## src/rtl/avr_fetch_pkg.sv

```systemverilog
// Shared constants for the AVR fetch stage, program ROM and core top.
package avr_fetch_pkg;

  // Instruction word format
  localparam int unsigned INSTR_W = 16;
  localparam logic [INSTR_W-1:0] NOP_WORD = 16'h0000;

  // Defaults shared by the program counter, ROM and core top
  localparam int unsigned DEFAULT_PC_WIDTH = 4;
  localparam int unsigned DEFAULT_RESET_PC = 0;

  // Primary opcode field, consumed by decode
  localparam int unsigned OPCODE_MSB = 15;
  localparam int unsigned OPCODE_LSB = 10;
  localparam int unsigned OPCODE_W   = OPCODE_MSB - OPCODE_LSB + 1;

  typedef logic [INSTR_W-1:0] instr_t;

  // Extract the primary opcode field from an instruction word.
  function automatic logic [OPCODE_W-1:0] opcode_of(input instr_t word);
    return word[OPCODE_MSB:OPCODE_LSB];
  endfunction

endpackage

```

## src/rtl/fetch_fifo.sv

```systemverilog
// Two-entry {word, pc} queue between the ROM return path and decode.
// Entry 0 is always the head; flush empties the queue and beats push/pop.
module fetch_fifo
  import avr_fetch_pkg::*;
#(
  parameter int unsigned PC_WIDTH = DEFAULT_PC_WIDTH
) (
  input  logic                clk,
  input  logic                reset,
  input  logic                flush,
  input  logic                push,
  input  instr_t              push_word,
  input  logic [PC_WIDTH-1:0] push_pc,
  input  logic                pop,
  output instr_t              head_word,
  output logic [PC_WIDTH-1:0] head_pc,
  output logic [1:0]          count
);

  instr_t              word0_q, word0_d, word1_q, word1_d;
  logic [PC_WIDTH-1:0] pc0_q, pc0_d, pc1_q, pc1_d;
  logic [1:0]          count_q, count_d;

  // Next-state: shift on pop, fill the first free slot on push
  always_comb begin
    word0_d = word0_q;
    word1_d = word1_q;
    pc0_d   = pc0_q;
    pc1_d   = pc1_q;
    count_d = count_q;
    if (flush) begin
      count_d = 2'd0;
    end else begin
      unique case ({push, pop})
        2'b10: begin
          if (count_q == 2'd0) begin
            word0_d = push_word;
            pc0_d   = push_pc;
          end else begin
            word1_d = push_word;
            pc1_d   = push_pc;
          end
          count_d = count_q + 2'd1;
        end
        2'b01: begin
          word0_d = word1_q;
          pc0_d   = pc1_q;
          count_d = count_q - 2'd1;
        end
        2'b11: begin
          // Count holds; the new word lands behind whatever survives the pop
          if (count_q == 2'd1) begin
            word0_d = push_word;
            pc0_d   = push_pc;
          end else begin
            word0_d = word1_q;
            pc0_d   = pc1_q;
            word1_d = push_word;
            pc1_d   = push_pc;
          end
        end
        default: ;
      endcase
    end
  end

  // Queue storage and occupancy
  always_ff @(posedge clk or negedge reset) begin
    if (!reset) begin
      word0_q <= NOP_WORD;
      word1_q <= NOP_WORD;
      pc0_q   <= '0;
      pc1_q   <= '0;
      count_q <= 2'd0;
    end else begin
      word0_q <= word0_d;
      word1_q <= word1_d;
      pc0_q   <= pc0_d;
      pc1_q   <= pc1_d;
      count_q <= count_d;
    end
  end

  // Head is presented straight from registers
  always_comb begin
    head_word = word0_q;
    head_pc   = pc0_q;
    count     = count_q;
  end

endmodule

```

## src/rtl/avr_fetch.sv

```systemverilog
// AVR instruction fetch: owns the PC, drives a 1-cycle synchronous ROM,
// queues returned words and hands them to decode over valid/ready.
module avr_fetch
  import avr_fetch_pkg::*;
#(
  parameter int unsigned PC_WIDTH = DEFAULT_PC_WIDTH,
  parameter int unsigned RESET_PC = DEFAULT_RESET_PC
) (
  input  logic                clk,
  input  logic                reset,
  output logic [PC_WIDTH-1:0] rom_addr,
  input  logic [INSTR_W-1:0]  rom_data,
  input  logic                redirect_valid,
  input  logic [PC_WIDTH-1:0] redirect_pc,
  output logic                instr_valid,
  input  logic                instr_ready,
  output logic [INSTR_W-1:0]  instruction,
  output logic [PC_WIDTH-1:0] instr_pc,
  output logic [PC_WIDTH-1:0] pc
);

  localparam logic [PC_WIDTH-1:0] ResetPc = PC_WIDTH'(RESET_PC);
  localparam logic [PC_WIDTH-1:0] PcOne   = PC_WIDTH'(1);

  logic [PC_WIDTH-1:0] fetch_pc_q, fetch_pc_d;
  logic                inflight_q, inflight_d;
  logic [PC_WIDTH-1:0] inflight_pc_q, inflight_pc_d;

  logic                deq, issue, push;
  logic [2:0]          occupancy;
  logic [1:0]          fifo_count;
  instr_t              head_word;
  logic [PC_WIDTH-1:0] head_pc;

  fetch_fifo #(
    .PC_WIDTH(PC_WIDTH)
  ) u_fifo (
    .clk      (clk),
    .reset    (reset),
    .flush    (redirect_valid),
    .push     (push),
    .push_word(rom_data),
    .push_pc  (inflight_pc_q),
    .pop      (deq),
    .head_word(head_word),
    .head_pc  (head_pc),
    .count    (fifo_count)
  );

  // Handshake and issue control; occupancy counts slots already promised
  always_comb begin
    deq       = (fifo_count != 2'd0) && instr_ready;
    occupancy = {1'b0, fifo_count} + {2'b00, inflight_q} - {2'b00, deq};
    issue     = !redirect_valid && (occupancy < 3'd2);
    // A redirect discards the word returning this cycle
    push      = inflight_q && !redirect_valid;
  end

  // Next PC and in-flight tracking; a redirect suppresses issue for one cycle
  always_comb begin
    fetch_pc_d    = fetch_pc_q;
    inflight_d    = 1'b0;
    inflight_pc_d = inflight_pc_q;
    if (redirect_valid) begin
      fetch_pc_d = redirect_pc;
    end else if (issue) begin
      inflight_d    = 1'b1;
      inflight_pc_d = fetch_pc_q;
      fetch_pc_d    = fetch_pc_q + PcOne;
    end
  end

  // PC and in-flight state
  always_ff @(posedge clk or negedge reset) begin
    if (!reset) begin
      fetch_pc_q    <= ResetPc;
      inflight_q    <= 1'b0;
      inflight_pc_q <= '0;
    end else begin
      fetch_pc_q    <= fetch_pc_d;
      inflight_q    <= inflight_d;
      inflight_pc_q <= inflight_pc_d;
    end
  end

  // Outputs; an empty queue shows a NOP at pc 0
  always_comb begin
    rom_addr    = fetch_pc_q;
    pc          = fetch_pc_q;
    instr_valid = (fifo_count != 2'd0);
    instruction = instr_valid ? head_word : NOP_WORD;
    instr_pc    = instr_valid ? head_pc : '0;
  end

endmodule

```

## config.mk

```make
export PLATFORM = sky130hd
export DESIGN_NAME = avr_fetch
export DESIGN_NICKNAME = d
export VERILOG_FILES = /design/src/rtl/avr_fetch_pkg.sv /design/src/rtl/fetch_fifo.sv /design/src/rtl/avr_fetch.sv
export SDC_FILE = /design/constraint.sdc
export NUM_CORES = 1
export LEC_CHECK = 0
export CORE_MARGIN = 3
export CORE_UTILIZATION = 53
export DETAILED_ROUTE_END_ITERATION = 8
export MAX_ROUTING_LAYER = met4
export PLACE_DENSITY = 0.88
export SYNTH_ARGS = -nofsm -noshare
export SYNTH_HDL_FRONTEND = slang
export SYNTH_SLANG_ARGS = --single-unit
```

## constraint.sdc

```tcl
create_clock -name clk -period 3.4 [get_ports clk]
set_input_delay 0.51 -clock clk [delete_from_list [all_inputs] [get_ports clk]]
set_output_delay 0.51 -clock clk [all_outputs]
set_load 0.005 [all_outputs]
```

==> flow_summary.json, run 1 <==
{
  "max_slew.worst_pin.slew_ns": 0.855,
  "hpwl_mm": 4.39,
  "total_power_mw": 3.10,
  "netSwitchingFraction_pct": 37.8,
  "placed_area_sq_um": 3440,
  "cts_repair_resize_count": 0,
  "crit_type": "flop to flop",
  "finalHoldViolCount": 0,
  "p_seq_share_pct": 35.9,
  "yosys_warnings": 0,
  "p_leak_nw": 1.43,
  "cp_slowest_stage_delay_ns": 0.49,
  "grt_usage_pct": 22.3,
  "die_h_um": 80.3,
  "critical_path.top_delay_family": "simple AND/OR/NAND/NOR gates",
  "grt_first_pass_wirelength_mm": 11.0,
  "cts_tree": "done",
  "numCtsBuffers": 5,
  "pin_count": 53,
  "setup_violations": 0,
  "drc": 0,
  "synth-edff-count": 0,
  "ys_async_sr_fraction_pct": 100,
  "hold_path.class": "input pin to async pin",
  "antenna_found_initial": 0,
  "fin_skew_ns": 0.00433,
  "via_per_inst": 5.71,
  "synthTopCellsByArea": "dfrtp_1, mux2_2, nor2b_1",
  "slew_viol_final": 0,
  "p_int_mw": 1.93,
  "crit_path_end_kind": "flop",
  "grt_pass1_vias": 2343,
  "p_sw_mw": 1.17,
  "synth_top_cell_by_area": "dfrtp_1",
  "routedWlPerCell_um": 15.6,
  "grt-ovfl-total": 0,
  "met1Wirelength_mm": 2.67,
  "synth_top_area_share_pct": 43.6,
  "clockBufferDepth": 2,
  "crit_path_start_kind": "flop",
  "clkSinkCount": 51,
  "clk_latency_ns": 0.30,
  "cts_htree_levels": 2,
  "synth_cells": 296,
  "ctsHoldBuffers": 0,
  "nets": 365,
  "initial_utilization_pct": 56.2,
  "dr_wl_met3_um": 300,
  "setup_ws_ns": 0.535,
  "clkTransAtPathRegs_ns": 0.09,
  "crit_chain": "inv_1 > ha_1 > nand2b_4 > xnor2_1 > and2_1 > inv_1 > fa_1 > xor2_1 > nand2b_4 > nor2_4 > mux2_2",
  "setup-tns-final_ns": 0,
  "powerDensity_nw_per_um2": 882,
  "cp.required_ns": 3.59,
  "ir_drop_mv": 0.490,
  "via_count": 2329,
  "path_buf_inv": 2,
  "finalCritPeriodShare_pct": 84.3,
  "ys_seq_area_share_pct": 43.6,
  "final_area_sq_um": 3520,
  "synth_flop_cell": "dfrtp_1",
  "postRouteAntennaNets": 0,
  "ys_ff_latch": 51,
  "gp_congestion": 0.782,
  "maxCapViolCount": 0,
  "syn_avg_cell_area_sq_um": 9.88,
  "num_antenna_cells": 0,
  "drive_gt1_share_pct": 13.3,
  "timing.final.crit_period_ns": 2.86,
  "place_ws_ns": 0.365,
  "grt_max_degree": 40,
  "routed_wl_mm": 6.36,
  "initialDrtViolationCount": 122,
  "cp.arrival_ns": 3.05,
  "cp_slowest_cell": "dfrtp_1",
  "cts_root_buffer": "clkbuf_8",
  "clkPwrFrac_pct": 10.6,
  "max_freq_ghz": 0.349,
  "path_max_fanout": 14,
  "routed-wl-met2_mm": 3.32,
  "io_buffers": 52,
  "pwr-share-comb_pct": 53.4,
  "slew_headroom_pct": 42.9,
  "core_sq_um": 5200,
  "synth_nets": 324,
  "postCtsSetupRepairBufs": 0,
  "firstDrtPassIters": 4,
  "grt_setup_unrepaired": "false",
  "ys_types": 38,
  "syn_area_sq_um": 2920,
  "top_layer_used": "met4",
  "status": "finished clean",
  "synthToLayoutAreaGrowth_pct": 20.4,
  "row_count": 26,
  "die_w_um": 80.3,
  "die_area_sq_um": 6440
}
-- registers in the layout, indices dropped and copies added, names as in the netlist --
| signal | flops |
|---|---|
| u_fifo.pc1_q | 4 |
| u_fifo.count | 2 |
| u_fifo.word1_q | 16 |
| u_fifo.head_pc | 4 |
| pc | 4 |
| u_fifo.head_word | 16 |
| inflight_q | 1 |
| inflight_pc_q | 4 |
-- synthesized netlist by cell type, types with 3 or more instances --
cell      count
o32a_1        5
buf_2        11
o22ai_1       3
buf_4         7
dfrtp_1      51
o22a_1        3
mux2i_1       9
a31oi_1       6
clkbuf_1      6
nor2_1       29
o31a_1        5
ha_1          3
o21ai_0      10
inv_1         9
nand2_1      20
a211oi_1     11
o211ai_1      5
nor2b_1      32
mux2_2       26
o31ai_1      11
a21oi_1      12
xor2_1        3
-- cell families (layout without fill, tap and decap cells) --
family | count (synthesis) | after routing | synth area share [%]
and+or+nand+nor | 89 | 89 | 15.4
AOI/OAI and AO/OA | 76 | 76 | 18.1
DFF | 51 | 51 | 43.6
buffers and inverters | 36 | 78 | 6.25
muxes | 35 | 35 | 13.1
xor gates and xnor gates | 5 | 5 | 1.50
adders and majority gates | 4 | 4 | 1.97
-- power groups by stage --
stage / Clock, mW / Sequential [mW] / Combinational [mW]
4_1_cts: 0.337 / 1.11 / 1.68
5_1_grt: 0.365 / 1.16 / 1.84
6_report: 0.331 / 1.12 / 1.66
3_3_place_gp: 0 / 1.10 / 1.60
3_5_place_dp: 0 / 1.12 / 1.67
2_1_floorplan: 0 / 1.06 / 1.19
-- final cells by class --
| type | count | area, sq um |
|---|---|---|
| fillers | 421 | 1690 |
| multi-input cells | 209 | 1470 |
| flip-flops and latches | 51 | 1280 |
| repair buffers | 59 | 568 |
| well taps | 70 | 87.6 |
| clock buffers | 7 | 76.3 |
| inverters | 11 | 41.3 |
| clock inverters | 1 | 5.00 |
-- path summary, 6_finish.rpt --
kind	cells after the start	start	to	slack [ns]
worst max-delay path	11	u_fifo.count[1]	inflight_pc_q[0]	0.54
worst min-delay path	1	reset	u_fifo.word1_q[8]	0.31
worst max register to register	11	u_fifo.count[1]	inflight_pc_q[0]	0.54
worst min register to register	2	u_fifo.head_word[14]	u_fifo.head_word[14]	0.47
max in group asynchronous	2	reset	u_fifo.word1_q[4]	2.37
min in group clk	2	u_fifo.head_word[14]	u_fifo.head_word[14]	0.47
-- layout by cell type (no fill, tap or decap), types with 3 or more instances in the layout --
master / n
o22ai_1: 3
nor2b_1: 32
a211oi_1: 11
o211ai_1: 5
clkdlybuf4s50_1: 51
o22a_1: 3
dfrtp_1: 51
mux2i_1: 9
mux2_2: 26
ha_1: 3
xor2_1: 3
buf_4: 7
a21oi_1: 12
o31ai_1: 11
clkbuf_8: 5
nand2_1: 20
a31oi_1: 6
nor2_1: 29
inv_1: 9
o32a_1: 5
o31a_1: 5
o21ai_0: 10
-- stage by stage --
stage                     cells  hold WS (ns)  util [%]
after detailed placement    400         0.456      66.1
final                       408         0.313      67.6
after CTS                   408         0.353      67.6
after floorplan             296         0.214         -
after global routing        408         0.393      67.6
after global placement      400         0.451      66.1
-- routing by layer --
layer  up-vias  global-route usage, %
li1       1119                      -
met1      1147                   27.5
met2        54                   37.7
met3         9                   4.04
met4         0                   6.08
met5         -                      -
Note: power is estimated with default switching activity, not from simulation.
==> run 2: changes to the inputs <==
==> constraint.sdc (replaced) <==
create_clock -name clk -period 3 [get_ports clk]
set_input_delay 0.45 -clock clk [delete_from_list [all_inputs] [get_ports clk]]
set_output_delay 0.45 -clock clk [all_outputs]
set_load 0.005 [all_outputs]
==> flow_summary.json, run 2 (synthesis gave the netlist of run 1 again) <==
{
  "status": "finished clean",
  "grt_usage_pct": 21.9,
  "finalCritPeriodShare_pct": 90.8,
  "multi_input_area_sq_um": 1470,
  "clkTransAtPathRegs_ns": 0.09,
  "drc": 0,
  "ir_drop_mv": 0.588,
  "setup-tns-final_ns": 0,
  "die_w_um": 80.3,
  "initial_utilization_pct": 56.2,
  "n_fill_cell": 418,
  "grt_setup_unrepaired": "false",
  "io_buffers": 52,
  "postCtsSetupRepairBufs": 0,
  "clk_latency_ns": 0.30,
  "numCtsBuffers": 5,
  "cp.arrival_ns": 2.90,
  "gp_congestion": 0.841,
  "hold_path.class": "input pin to async pin",
  "final_cell_mix": "dfrtp_1, clkdlybuf4s50_1, nor2b_1, nor2_1, mux2_2",
  "max_slew.worst_pin.slew_ns": 0.678,
  "grt_max_degree": 37,
  "grt-ovfl-total": 0,
  "stdcell_count": 411,
  "crit_type": "flop to flop",
  "slew_viol_final": 0,
  "pin_count": 53,
  "cts_repair_resize_count": 0,
  "routedWlPerCell_um": 15.7,
  "firstDrtPassIters": 4,
  "cts_htree_levels": 2,
  "cts_tree": "done",
  "slew_headroom_pct": 54.8,
  "crit_path_end_kind": "flop",
  "ctsHoldBuffers": 0,
  "row_count": 26,
  "antenna_found_initial": 0,
  "seqCellArea_sq_um": 1280,
  "drive_gt1_share_pct": 14.4,
  "clkSinkCount": 51,
  "powerDensity_nw_per_um2": 1010,
  "setup_violations": 0,
  "die_h_um": 80.3,
  "path_max_fanout": 6,
  "clockBufferDepth": 2,
  "p_leak_nw": 1.45,
  "max_freq_ghz": 0.367,
  "placed_cells": 403,
  "synthToLayoutAreaGrowth_pct": 21.8,
  "timing.final.crit_period_ns": 2.72,
  "hpwl_mm": 4.36,
  "initialDrtViolationCount": 267,
  "postRouteAntennaNets": 0,
  "grt_pass1_vias": 2367,
  "via_count": 2404,
  "finalHoldViolCount": 0,
  "crit_path_start_kind": "flop",
  "cp.required_ns": 3.18,
  "cts_root_buffer": "clkbuf_8",
  "nets": 368,
  "maxCapViolCount": 0,
  "via_per_inst": 5.85,
  "routed_wl_mm": 6.44,
  "num_antenna_cells": 0,
  "fin_skew_ns": 0.00656,
  "core_sq_um": 5200,
  "die_area_sq_um": 6440,
  "grt_first_pass_wirelength_mm": 10.9
}
-- run 2: layer usage --
metal | global-route usage (%) | share of wire, % | vias up
met2 | 36.9 | 51 | 82
met4 | 7.26 | 0.79 | 0
li1 | - | - | 1129
met5 | - | 0 | -
met3 | 3.59 | 5.7 | 6
met1 | 26.8 | 43 | 1187
-- run 2: worst paths after layout --
path	start	end	slack, ns	cells after the start
min in group clk	u_fifo.head_word[11]	u_fifo.head_word[11]	0.47	2
hold reg to reg	u_fifo.head_word[11]	u_fifo.head_word[11]	0.47	2
setup / recovery	u_fifo.count[1]	inflight_pc_q[1]	0.28	11
hold / removal	reset	pc[1]	0.19	1
max in group asynchronous	reset	u_fifo.pc1_q[1]	2.07	2
setup reg to reg	u_fifo.count[1]	inflight_pc_q[1]	0.28	11
-- run 2: final cells by class --
cell class,count,share of cell area [%]
clock buffers,8,2.81
inverters,11,1.16
multi-input cells,209,41.1
flip-flops and latches,51,35.8
well taps,70,2.46
repair buffers,62,16.6
-- run 2: report_power, final --
| part | internal, mW | switching (mW) |
|---|---|---|
| sequential | 1.02 | 0.244 |
| clock | 0.211 | 0.215 |
| combinational | 1.02 | 0.883 |
| total | 2.25 | 1.34 |
-- run 2: critical path: stages (launching register included) --
cell	delay (ns)
dfrtp_1	0.46
inv_1	0.11
ha_1	0.20
nand2b_4	0.14
xnor2_1	0.18
and2_1	0.17
inv_1	0.06
fa_1	0.41
xor2_1	0.18
nand2b_4	0.19
nor2_4	0.14
mux2_2	0.36
-- run 2: stage by stage --
step / area (sq um) / hold slack [ns] / worst slack, ns / power, mW / util (%)
floorplan: 2920 / 0.154 / 0.330 / 2.55 / -
global placement: 3460 / 0.451 / 0.219 / 3.09 / 66.5
detailed placement: 3460 / 0.458 / 0.162 / 3.17 / 66.5
CTS: 3560 / 0.203 / 0.268 / 3.60 / 68.4
global route: 3560 / 0.234 / 0.0834 / 3.87 / 68.4
finish: 3560 / 0.187 / 0.277 / 3.59 / 68.4
==> run 3: changes to the inputs <==
--- a/config.mk
+++ b/config.mk
@@ -6,10 +6,12 @@
 export NUM_CORES = 1
 export LEC_CHECK = 0
 export CORE_MARGIN = 3
-export CORE_UTILIZATION = 53
+export CORE_UTILIZATION = 52
 export DETAILED_ROUTE_END_ITERATION = 8
 export MAX_ROUTING_LAYER = met4
-export PLACE_DENSITY = 0.88
+export PLACE_DENSITY = 0.87
+export RECOVER_POWER = 50
 export SYNTH_ARGS = -nofsm -noshare
 export SYNTH_HDL_FRONTEND = slang
+export SYNTH_HIERARCHICAL = 1
 export SYNTH_SLANG_ARGS = --single-unit
==> constraint.sdc (replaced) <==
create_clock -name clk -period 3.1 [get_ports clk]
set_input_delay 0.465 -clock clk [delete_from_list [all_inputs] [get_ports clk]]
set_output_delay 0.465 -clock clk [all_outputs]
set_load 0.005 [all_outputs]
==> flow_summary.json, run 3 <==
{
  "status": "complete, but fails checks",
  "failed_checks": "capacitance limit",
  "muxShareOfSynthArea_pct": 30.1,
  "numCtsBuffers": 5,
  "finalHoldViolCount": 0,
  "row_count": 25,
  "synth_flop_cell": "dfrtp_1",
  "via_per_inst": 5.18,
  "synth_top_cell_by_area": "dfrtp_1",
  "synthToLayoutAreaGrowth_pct": 23.2,
  "synth_xor_area_share_pct": 1.57,
  "slew_viol_final": 0,
  "syn_area_sq_um": 2710,
  "grt-ovfl-total": 0,
  "path_max_fanout": 7,
  "synthAdderAreaFrac_pct": 3.05,
  "postRouteAntennaNets": 0,
  "antenna_found_initial": 0,
  "final_cell_mix": "dfrtp_1, mux2_2, clkdlybuf4s50_1, nor2b_1, mux2_4",
  "cp.arrival_ns": 2.80,
  "synth-edff-count": 0,
  "ys_ff_latch": 51,
  "slew_headroom_pct": 0.625,
  "routed_wl_mm": 4.79,
  "yosys-top-cells-count": "dfrtp_1, mux2_2, nor2b_1, mux2_4, inv_1",
  "critical_path.top_delay_family": "adder cells",
  "seqCellArea_sq_um": 1280,
  "synth_cells": 201,
  "core_sq_um": 4880,
  "timing.final.crit_period_ns": 2.60,
  "final_core_util_pct": 68.4,
  "synth_top_area_share_pct": 47.1,
  "clkSinkCount": 51,
  "setup-tns-final_ns": 0,
  "grt_setup_unrepaired": "false",
  "cts_tree": "done",
  "grt_usage_pct": 17.7,
  "die_area_sq_um": 6110,
  "yosys_warnings": 6,
  "stdcell_count": 321,
  "cts_htree_levels": 2,
  "ctsHoldBuffers": 0,
  "placed_cells": 313,
  "postCtsSetupRepairBufs": 0,
  "io_buffers": 52,
  "via_count": 1663,
  "synth_nets": 231,
  "die_h_um": 78.2,
  "setup_violations": 0,
  "clk_latency_ns": 0.30,
  "pin_count": 53,
  "path_buf_inv": 0,
  "firstDrtPassIters": 4,
  "ys_seq_area_share_pct": 47.1,
  "nets": 283,
  "maxCapViolCount": 1,
  "yosys.area_share.simple_pct": 9.88,
  "clkTransAtPathRegs_ns": 0.09,
  "synth-compound-area-share_pct": 3.55,
  "crit_type": "flop to flop",
  "cts_repair_resize_count": 0,
  "crit_path_end_kind": "flop",
  "r2r_slack_ns": 0.50,
  "drc": 0,
  "synthTopCellsByArea": "dfrtp_1, mux2_2, mux2_4",
  "hpwl_mm": 3.41,
  "ys_types": 36,
  "grt_max_degree": 30,
  "cts_root_buffer": "clkbuf_8",
  "ys_async_sr_fraction_pct": 100,
  "powerDensity_nw_per_um2": 911,
  "fin_skew_ns": 0.00348,
  "cp.required_ns": 3.29,
  "routedWlPerCell_um": 14.9,
  "finalCritPeriodShare_pct": 83.9,
  "clockBufferDepth": 2,
  "final_common_cell": "dfrtp_1",
  "crit_chain": "nor2_1 > nor2b_1 > ha_1 > nand2b_1 > fa_1 > xnor2_2 > nand3b_2 > mux2_2",
  "initial_utilization_pct": 55.5,
  "cp_slowest_cell": "dfrtp_1",
  "crit_path_start_kind": "flop",
  "ir_drop_mv": 0.439,
  "synth_top_family_by_area": "multiplexers",
  "grt_pass1_vias": 1783,
  "multi_input_area_sq_um": 1310,
  "max_freq_ghz": 0.384,
  "n_fill_cell": 385,
  "drive_gt1_share_pct": 32.3,
  "max_slew.worst_pin.slew_ns": 1.49,
  "post-synth-top-count-cell": "dfrtp_1",
  "initialDrtViolationCount": 72,
  "hold_path.class": "input pin to async pin",
  "grt_first_pass_wirelength_mm": 8.27,
  "gp_congestion": 0.749,
  "p_leak_nw": 1.43,
  "num_antenna_cells": 0,
  "syn_avg_cell_area_sq_um": 13.5,
  "cp_slowest_stage_delay_ns": 0.50,
  "die_w_um": 78.2
}
==> run 3: per-layer routing <==
layer  track usage [%]  routed length [um]  up-vias  share of wire, %
li1                  -                   -      794                 -
met1              21.4                2150      831                45
met2              29.4                2410       30                50
met3              3.90                 143        8               3.0
met4              6.29                  91        0               1.9
met5                 -                   0        -                 0
==> run 3: logic make-up (layout without fill, tap and decap cells) <==
kind of cell               Yosys count  after routing
xor gates and xnor gates             4              4
adders and majority gates            6              6
and+or+nand+nor                     44             44
DFF                                 51             51
buffers and inverters               20             73
muxes                               66             66
AOI/OAI and AO/OA                   10             10
==> run 3: stage by stage <==
step           hold WS [ns]  setup slack [ns]  power, mW  cell area (sq um)
3_5_place_dp          0.486             0.237       2.71               3260
4_1_cts               0.188             0.467       3.10               3350
5_1_grt               0.526             0.281       3.27               3340
6_report              0.503             0.498       3.04               3340
3_3_place_gp          0.481             0.285       2.64               3260
2_1_floorplan         0.169             0.674       2.20               2710
==> run 3: layout make-up <==
cell class	count	share of cell area (%)
clock buffer	5	2.06
clock inverter	3	0.712
inverter	6	0.675
multi-input combinational	130	39.2
sequential	51	38.2
tap	67	2.51
timing repair buffer	59	16.6
==> run 3: power breakdown <==
group	internal, mW	switching (mW)	leakage (nW)	total, mW
sequential	0.980	0.196	0.627	1.18
combinational	0.932	0.546	0.766	1.48
clock	0.162	0.225	0.0408	0.387
total	2.07	0.967	1.43	3.04
==> run 3: final timing paths <==
path / cells past startpoint / from / end
setup / recovery: 8 / u_fifo/count[1] / inflight_pc_q[3]
max in group asynchronous: 2 / reset / u_fifo/head_word[5]
hold reg to reg: 1 / u_fifo/head_word[5] / u_fifo/head_word[5]
min in group clk: 1 / u_fifo/head_word[5] / u_fifo/head_word[5]
setup reg to reg: 8 / u_fifo/count[1] / inflight_pc_q[3]
hold / removal: 1 / reset / u_fifo/head_word[13]
==> run 3: worst register-to-register path: stages (launching register included) <==
cell and delay, ns:
dfrtp_1 0.50, nor2_1 0.20, nor2b_1 0.09, ha_1 0.28
nand2b_1 0.15, fa_1 0.44, xnor2_2 0.33, nand3b_2 0.19
mux2_2 0.31
